## config.mk

```make
export PLATFORM = sky130hd
export DESIGN_NAME = pipe_hazard_ctrl
export DESIGN_NICKNAME = d
export VERILOG_FILES = /design/src/rtl/pipe_ctrl_pkg.sv /design/src/rtl/dff.sv /design/src/rtl/hazard_detect.sv /design/src/rtl/pipe_hazard_ctrl.sv
export SDC_FILE = /design/constraint.sdc
export NUM_CORES = 1
export LEC_CHECK = 0
export ABC_AREA = 1
export ABC_CLOCK_PERIOD_IN_PS = 1650
export BUFFER_PORTS_ARGS = -buffer_cell sky130_fd_sc_hd__buf_2
export CORE_AREA = 2 2 90 49
export CTS_CLUSTER_SIZE = 12
export DETAILED_ROUTE_END_ITERATION = 12
export DIE_AREA = 0 0 92 51
export GPL_TIMING_DRIVEN = 0
export PLACE_DENSITY = 0.62
export SLEW_MARGIN = 20
export SYNTH_ARGS = -nofsm -noshare
export SYNTH_HDL_FRONTEND = slang
export SYNTH_SLANG_ARGS = --single-unit
export TNS_END_PERCENT = 50
```

## constraint.sdc

```tcl
create_clock -name clk_i -period 1.65 [get_ports clk_i]
set_input_delay 0.165 -clock clk_i [delete_from_list [all_inputs] [get_ports clk_i]]
set_output_delay 0.165 -clock clk_i [all_outputs]
set_load 0.02 [all_outputs]
```

## src/rtl/pipe_ctrl_pkg.sv

```systemverilog
// rtl/pipe_ctrl_pkg.sv - shared encodings for the WISC-SP20 pipeline control slice
package pipe_ctrl_pkg;

  localparam int REG_W = 3;

  localparam logic [1:0] RUN_ENC   = 2'd0;
  localparam logic [1:0] REDIR_ENC = 2'd1;
  localparam logic [1:0] DWAIT_ENC = 2'd2;
  localparam logic [1:0] HALT_ENC  = 2'd3;

  typedef enum logic [1:0] {
    ST_RUN   = RUN_ENC,
    ST_REDIR = REDIR_ENC,
    ST_DWAIT = DWAIT_ENC,
    ST_HALT  = HALT_ENC
  } state_e;

  // Instruction word loaded into IF/ID and ID/EX when they are flushed.
  localparam logic [15:0] NOP = 16'h0800;

endpackage

```

## src/rtl/dff.sv

```systemverilog
// rtl/dff.sv - generic flop cell with asynchronous active-high reset
module dff #(
  parameter int           W       = 1,
  parameter logic [W-1:0] RST_VAL = '0
) (
  input  logic         clk_i,
  input  logic         rst_i,
  input  logic [W-1:0] d_i,
  output logic [W-1:0] q_o
);

  always_ff @(posedge clk_i or posedge rst_i) begin
    if (rst_i) q_o <= RST_VAL;
    else       q_o <= d_i;
  end

endmodule

```

## src/rtl/hazard_detect.sv

```systemverilog
// rtl/hazard_detect.sv - load-use compare between the ID sources and the EX load destination
module hazard_detect #(
  parameter int REG_W = pipe_ctrl_pkg::REG_W
) (
  input  logic [REG_W-1:0] id_rs_i,
  input  logic             id_rs_vld_i,
  input  logic [REG_W-1:0] id_rt_i,
  input  logic             id_rt_vld_i,
  input  logic [REG_W-1:0] ex_rd_i,
  input  logic             ex_is_load_i,
  output logic             load_use_o
);

  assign load_use_o = ex_is_load_i &
                      ((id_rs_vld_i & (id_rs_i == ex_rd_i)) |
                       (id_rt_vld_i & (id_rt_i == ex_rd_i)));

endmodule

```

## src/rtl/pipe_hazard_ctrl.sv

```systemverilog
// rtl/pipe_hazard_ctrl.sv - stall/flush/bubble/freeze control with a saturating stall counter
module pipe_hazard_ctrl
  import pipe_ctrl_pkg::*;
#(
  parameter int REG_W = pipe_ctrl_pkg::REG_W,
  parameter int CNT_W = 16
) (
  input  logic             clk_i,
  input  logic             rst_i,
  input  logic [REG_W-1:0] id_rs_i,
  input  logic             id_rs_vld_i,
  input  logic [REG_W-1:0] id_rt_i,
  input  logic             id_rt_vld_i,
  input  logic [REG_W-1:0] ex_rd_i,
  input  logic             ex_is_load_i,
  input  logic             ex_redirect_i,
  input  logic             imem_stall_i,
  input  logic             dmem_stall_i,
  input  logic             mem_halt_i,
  output logic             stall_pc_o,
  output logic             stall_decode_o,
  output logic             flush_fetch_o,
  output logic             bubble_ex_o,
  output logic             freeze_o,
  output logic             halted_o,
  output logic [CNT_W-1:0] stall_cnt_o
);

  state_e           state_d, state_q, eff_state;
  logic [1:0]       state_raw;
  logic             pend_d, pend_q;
  logic [CNT_W-1:0] cnt_d, cnt_q;
  logic             load_use;

  hazard_detect #(.REG_W(REG_W)) u_hazard_detect (
    .id_rs_i     (id_rs_i),
    .id_rs_vld_i (id_rs_vld_i),
    .id_rt_i     (id_rt_i),
    .id_rt_vld_i (id_rt_vld_i),
    .ex_rd_i     (ex_rd_i),
    .ex_is_load_i(ex_is_load_i),
    .load_use_o  (load_use)
  );

  dff #(.W(2))     u_state_ff (.clk_i(clk_i), .rst_i(rst_i), .d_i(state_d), .q_o(state_raw));
  dff #(.W(1))     u_pend_ff  (.clk_i(clk_i), .rst_i(rst_i), .d_i(pend_d),  .q_o(pend_q));
  dff #(.W(CNT_W)) u_cnt_ff   (.clk_i(clk_i), .rst_i(rst_i), .d_i(cnt_d),   .q_o(cnt_q));

  assign state_q = state_e'(state_raw);

  // Leaving DWAIT behaves as the state it exits into, so a held redirect acts this cycle.
  always_comb begin
    eff_state = state_q;
    if (state_q == ST_DWAIT && !dmem_stall_i) eff_state = pend_q ? ST_REDIR : ST_RUN;
  end

  always_comb begin
    stall_pc_o     = 1'b0;
    stall_decode_o = 1'b0;
    flush_fetch_o  = 1'b0;
    bubble_ex_o    = 1'b0;
    freeze_o       = 1'b0;
    halted_o       = 1'b0;
    state_d        = ST_RUN;
    pend_d         = 1'b0;
    if (state_q == ST_HALT || mem_halt_i) begin
      stall_pc_o     = 1'b1;
      stall_decode_o = 1'b1;
      freeze_o       = 1'b1;
      halted_o       = 1'b1;
      state_d        = ST_HALT;
    end else if (dmem_stall_i) begin
      stall_pc_o     = 1'b1;
      stall_decode_o = 1'b1;
      freeze_o       = 1'b1;
      state_d        = ST_DWAIT;
      pend_d         = pend_q | ex_redirect_i | (state_q == ST_REDIR);
    end else if (ex_redirect_i) begin
      flush_fetch_o  = 1'b1;
      bubble_ex_o    = 1'b1;
      state_d        = imem_stall_i ? ST_REDIR : ST_RUN;
    end else if (eff_state == ST_REDIR) begin
      flush_fetch_o  = 1'b1;
      stall_pc_o     = imem_stall_i;
      state_d        = imem_stall_i ? ST_REDIR : ST_RUN;
    end else if (imem_stall_i) begin
      stall_pc_o     = 1'b1;
      flush_fetch_o  = 1'b1;
    end else if (load_use) begin
      stall_pc_o     = 1'b1;
      stall_decode_o = 1'b1;
      bubble_ex_o    = 1'b1;
    end
    if (flush_fetch_o) stall_decode_o = 1'b0;
  end

  assign cnt_d       = (stall_pc_o && cnt_q != {CNT_W{1'b1}}) ? cnt_q + 1'b1 : cnt_q;
  assign stall_cnt_o = cnt_q;

endmodule

```

# Word-level counts from Yosys, hierarchy flattened
# Index checks and enable logic that the tools add are counted.
[totals] ff_bits=19 latch_bits=0 ramBits=0 rom_bits=0 input_bits=18 output_inout_bits=22 elab_cells=53 n_memories=0
[classes] n_addsub=1 multipliers=0 n_div=0 order_cmp=0 n_eq_ne=7 shift=0 mux=32 bitwise_logic=6 n_reduce_logical=4
[ops] op="2-to-1 mux 1 bit" n=29
[ops] op="adder 16 x 1 -> 16 bit, second input constant" n=1
[ops] op="!= test 16 bit, second input constant" n=1
[ops] op="equality test 3 bit" n=2
[ops] op="2-to-1 mux 2 bit" n=3
[ops] op="equality test 2 x 1 -> 1 bit, second input constant" n=2
[ops] op="equality test 2 bit, second input constant" n=2
[ops] op="bitwise AND 1 bit" n=3
[ops] op="OR 1 bit" n=3
[ops] op="logical AND 1 bit" n=2
[ops] op="logical NOT 1 bit" n=1
[ops] op="logical OR 1 bit" n=1

# Longest topological paths before layout
[logic_depth] ltp_word=11 ltp_mapped=12

# Hierarchy
# From an unflattened synthesis, not the netlist that was laid out.
[hier_totals] hier_cells=218 hier_area_um2=1397.6
[by_module_without_submodules] module="pipe_hazard_ctrl" instances=1 cells_each=161 area_per_inst_um2=772.0 seq_area_each_um2=0.0
[by_module_without_submodules] module="dff (u_cnt_ff)" instances=1 cells_each=17 area_per_inst_um2=404.1 seq_area_each_um2=400.4
[by_module_without_submodules] module="hazard_detect" instances=1 cells_each=35 area_per_inst_um2=138.9 seq_area_each_um2=0.0
[by_module_without_submodules] module="dff (u_state_ff)" instances=1 cells_each=3 area_per_inst_um2=53.8 seq_area_each_um2=50.0
[by_module_without_submodules] module="dff (u_pend_ff)" instances=1 cells_each=2 area_per_inst_um2=28.8 seq_area_each_um2=25.0

# Worst setup path after synthesis
# No wires, ideal clock.
[synth_path] path_kind="reg2reg" from="register u_cnt_ff.q_o[0]" to="register u_cnt_ff.q_o[6]" arrival_ps=1702 required_time_ps=1532 path_slack_ps=-170 stages_incl_launch_ff=10 path_buffers=1 path_cell_list="dfrtp_1 ha_1 nand3_2 nor2_4 nand3_4 nor2_4 nand3_4 buf_2 nand4_1 nand2_1"
[synth_via] elab_chain_cells=2 elab_cells_between_ends=3
[synth_lines] element="from (decl)" line_no="dff.sv:9" text="output logic [W-1:0] q_o"
[synth_lines] element="from (signal assigned)" line_no="dff.sv:14" text="else q_o <= d_i;"
[synth_lines] element="parallel branches: the longest is 2 deep, another holds adder 16 x 1 -> 16 bit"
# Parallel ways; which one is timed is not known.
# A chain may end at the register's enable or synchronous reset.

# Final worst setup path
[layout_path] from="register u_state_ff.q_o[0]" to="output bubble_ex_o"
[layout_via] elab_chain_cells=8 elab_cells_between_ends=10
[layout_lines] element="from (decl)" line_no="dff.sv:9"
[layout_lines] element="from (signal assigned)" line_no="dff.sv:14"
[layout_lines] element="equality test 2 bit" line_no="pipe_hazard_ctrl.sv:54" text="if (state_q == ST_DWAIT && !dmem_stall_i) eff_state = pend_q ? ST_REDIR : ST_RUN;"
[layout_lines] element="logical AND 1 bit" line_no="pipe_hazard_ctrl.sv:54"
[layout_lines] element="2-to-1 mux 2 bit" line_no="pipe_hazard_ctrl.sv:54"
[layout_lines] element="equality test 2 x 1 -> 1 bit" line_no="pipe_hazard_ctrl.sv:82" text="end else if (eff_state == ST_REDIR) begin"
[layout_lines] element="2-to-1 mux 1 bit" line_no="pipe_hazard_ctrl.sv:82"
[layout_lines] element="2-to-1 mux 1 bit" line_no="pipe_hazard_ctrl.sv:78" text="end else if (ex_redirect_i) begin"
[layout_lines] element="2-to-1 mux 1 bit" line_no="pipe_hazard_ctrl.sv:72" text="end else if (dmem_stall_i) begin"
[layout_lines] element="2-to-1 mux 1 bit (*)" line_no="pipe_hazard_ctrl.sv:66" text="if (state_q == ST_HALT || mem_halt_i) begin"
[layout_lines] element="to (decl)" line_no="pipe_hazard_ctrl.sv:23" text="output logic bubble_ex_o,"
# Mark *: on every way between the ends. The rest lies on a longest branch, timed or not.

==> reports/results.txt <==
post-synthesis compound-gate area fraction: 0.0307
vias post-DR: 1,539
clk_lat worst skew: 260 ps
Total Routing Usage GR: 0.197
DP Worst Slack: -220 ps
Synth Area in Adders: 0.00903
vias in the first global route: 1,452
crit path setup slack, layout: -81.3 ps
Placer Congestion: 0.884
dpl cells: 296
clk sinks: 19
largest net degree at the start of global routing: 20
Final setup viols: 8
initial DRC count: 125
Root Buffer: clkbuf_8
mux cell area share after synthesis: 0
hpwl dp: 2840 um
Crit Path Max Fanout: 4
PwrDens: 887 nW/um^2
net count after synthesis: 219
Seq/Total Area, Yosys: 0.343
simple-gate area share of the yosys netlist: 0.458
largest family of logic cells by synthesized area: simple AND/OR/NAND/NOR gates
average wire per standard cell: 13.6 um
hold crit path type: in -> async
Core Area: 4040 sq um
P_sw: 0.756 mW
post-synth cell types: 22
Clk network pwr share: 0.190
Net Sw Frac: 0.413
Num CTS Buffers: 3
initial antenna violation count: 0
outcome: finished with violations
Initial Util: 0.343
internal power: 1.07 mW
Die W: 92 um
post-synthesis register bit count: 19
sequential power share: 0.399
Worst Setup Start Kind: register
drt pass-1 iters: 4
Yosys warning total: 0
Arr. time, crit path: 1570 ps
Port Buf Inserts: 39
RSZ-0062 raised after global routing: true
fillers: 410
routed vias/inst: 4.75
area of the multi-input gates: 895 sq um
Tmin final: 1730 ps
actual slew at the worst max-slew pin: 756 ps
antenna violation net count after detailed routing: 0
Leak: 1.06 nW
n_diodes: 0
Layout Cells excl Fill: 324
VDD IR-drop max: 0.000747 V
Top Ports: 40
die height: 51 um
crit end category: primary output
CTS Buffer Depth: 2
max_cap viols: 0
Synth Cell Area: 1390 sq um
register area: 482 sq um
H-tree depth: 1
Final Max Tran Viols: 0
layout cells sized above 1: 0.386
Final nets: 287
failing checks: setup timing
Max transition margin: 0.496
clk_skew: 3.51 ps
Remaining DRCs: 0
fin crit share: 1.05
CTS tree: built
kind of critical path: reg -> out
first-pass GRT wire length: 7130 um
Post-Route WL: 4410 um
Max Fclk: 578 MHz
gate count of the mapped netlist: 200
FP Rows: 17
Required @ worst endpoint: 1480 ps
Post-Synth XOR/XNOR Area: 0.0695
GR Overflow Total: 0
Worst-path clk slew: 80 ps
final hold violation count: 0
die footprint: 4690 sq um
Syn Area/Cell: 6.93 sq um
Area Overhead vs Synth: 48.6%
Logic pwr share: 0.411
synthesized netlist by cell type (all sizes together):
master  count  area, sq um
a211oi      1         7.51
a21oi       2         10.0
and2        1         6.26
buf         5         31.3
dfrtp      19          475
ha          1         12.5
inv        25         93.8
nand2      74          278
nand3      13          113
nand4      18          113
nor2       24          108
nor3        1         5.00
nor3b       1         12.5
o21ai       2         10.0
o31ai       2         15.0
xnor2       4         35.0
xor2        7         61.3
per-layer routing:
metal	GRT usage	wire length [um]	vias up
li1	-	-	777
met1	0.307	2380	706
met2	0.276	1680	54
met3	0.0398	334	2
met4	0.0423	12	0
met5	0	0	-
logic make-up after synthesis:
group | Yosys count
DFF | 19
and+or+nand+nor | 132
adders and majority gates | 1
xor gates and xnor gates | 11
buffers and inverters | 30
AOI/OAI and AO/OA | 7
worst paths after layout:
kind / from / endpoint / slack (ps) / depth (start not counted)
min in group clk_i: mem_halt_i / u_state_ff.q_o[0] / 120 / 3
max in group asynchronous: rst_i / u_cnt_ff.q_o[7] / 1100 / 2
hold reg to reg: u_state_ff.q_o[1] / u_state_ff.q_o[0] / 550 / 2
setup reg to reg: u_cnt_ff.q_o[0] / u_cnt_ff.q_o[4] / -20 / 9
hold / removal: rst_i / u_cnt_ff.q_o[0] / 20 / 2
setup / recovery: u_state_ff.q_o[0] / bubble_ex_o / -80 / 8
layout make-up:
cell class                      instances  area share
Multi-Input combinational cell        152       0.434
Timing Repair Buffer                   63       0.206
Buffer                                  4      0.0237
Clock buffer                            4      0.0219
Tap cell                               57      0.0346
Inverter                               25      0.0455
Sequential cell                        19       0.234
power groups by stage:
stage | Clock [mW] | Combinational [mW] | Sequential [mW]
2_1_floorplan | 0 | 0.365 | 0.816
3_3_place_gp | 0 | 0.634 | 0.736
3_5_place_dp | 0 | 0.642 | 0.738
4_1_cts | 0.345 | 0.698 | 0.714
5_1_grt | 0.370 | 0.835 | 0.749
6_report | 0.347 | 0.752 | 0.729
repair_timing:
| action | 4_1_cts | 5_1_grt |
|---|---|---|
| setup buffers | 16 | 7 |
| gates resized for setup | 25 | 16 |
| endpoints found under the setup margin | 17 | 21 |
| pin swaps | 8 | 14 |
| gates cloned | 0 | 2 |
| hold buffers | 0 | 0 |
worst max-delay path: stages, from the launching register on:
cell and delay, ps:
dfrtp_1 410, a21oi_2 180, inv_2 70, nor2_4 120, nand2_2 80, buf_6 130, buf_8 120, o31ai_4 50
buf_6 150
metrics by stage:
step	hold slack (ps)	cell area [sq um]	TNS (ps)	power [mW]	utilization
final	18.0	2060	-286	1.83	0.510
after detailed placement	343	1690	-1560	1.38	0.417
after CTS	60.1	1920	-165	1.76	0.476
after floorplan	116	1420	0	1.18	-
after global routing	100	2060	-1970	1.95	0.510
after global placement	338	1690	-1410	1.37	0.417
state kept, by name (all words and copies together) (netlist names):
register        flops
u_state_ff.q_o      2
u_cnt_ff.q_o       16
u_pend_ff.q_o       1
cells in the final DEF (no fill, tap or decap), types with 2 or more instances in the layout:
| cell type | instances |
|---|---|
| nand2_1 | 64 |
| buf_4 | 22 |
| nand3_1 | 8 |
| nand3_4 | 6 |
| clkbuf_8 | 3 |
| nand4_1 | 18 |
| nand2_2 | 10 |
| buf_6 | 7 |
| buf_2 | 35 |
| dfrtp_1 | 14 |
| buf_8 | 2 |
| xor2_1 | 7 |
| nor2_4 | 3 |
| nor2_1 | 20 |
| xnor2_1 | 4 |
| dfrtp_2 | 5 |
| inv_2 | 2 |
| o21ai_0 | 2 |
| inv_1 | 23 |
Power figures use the tool's default switching activity.
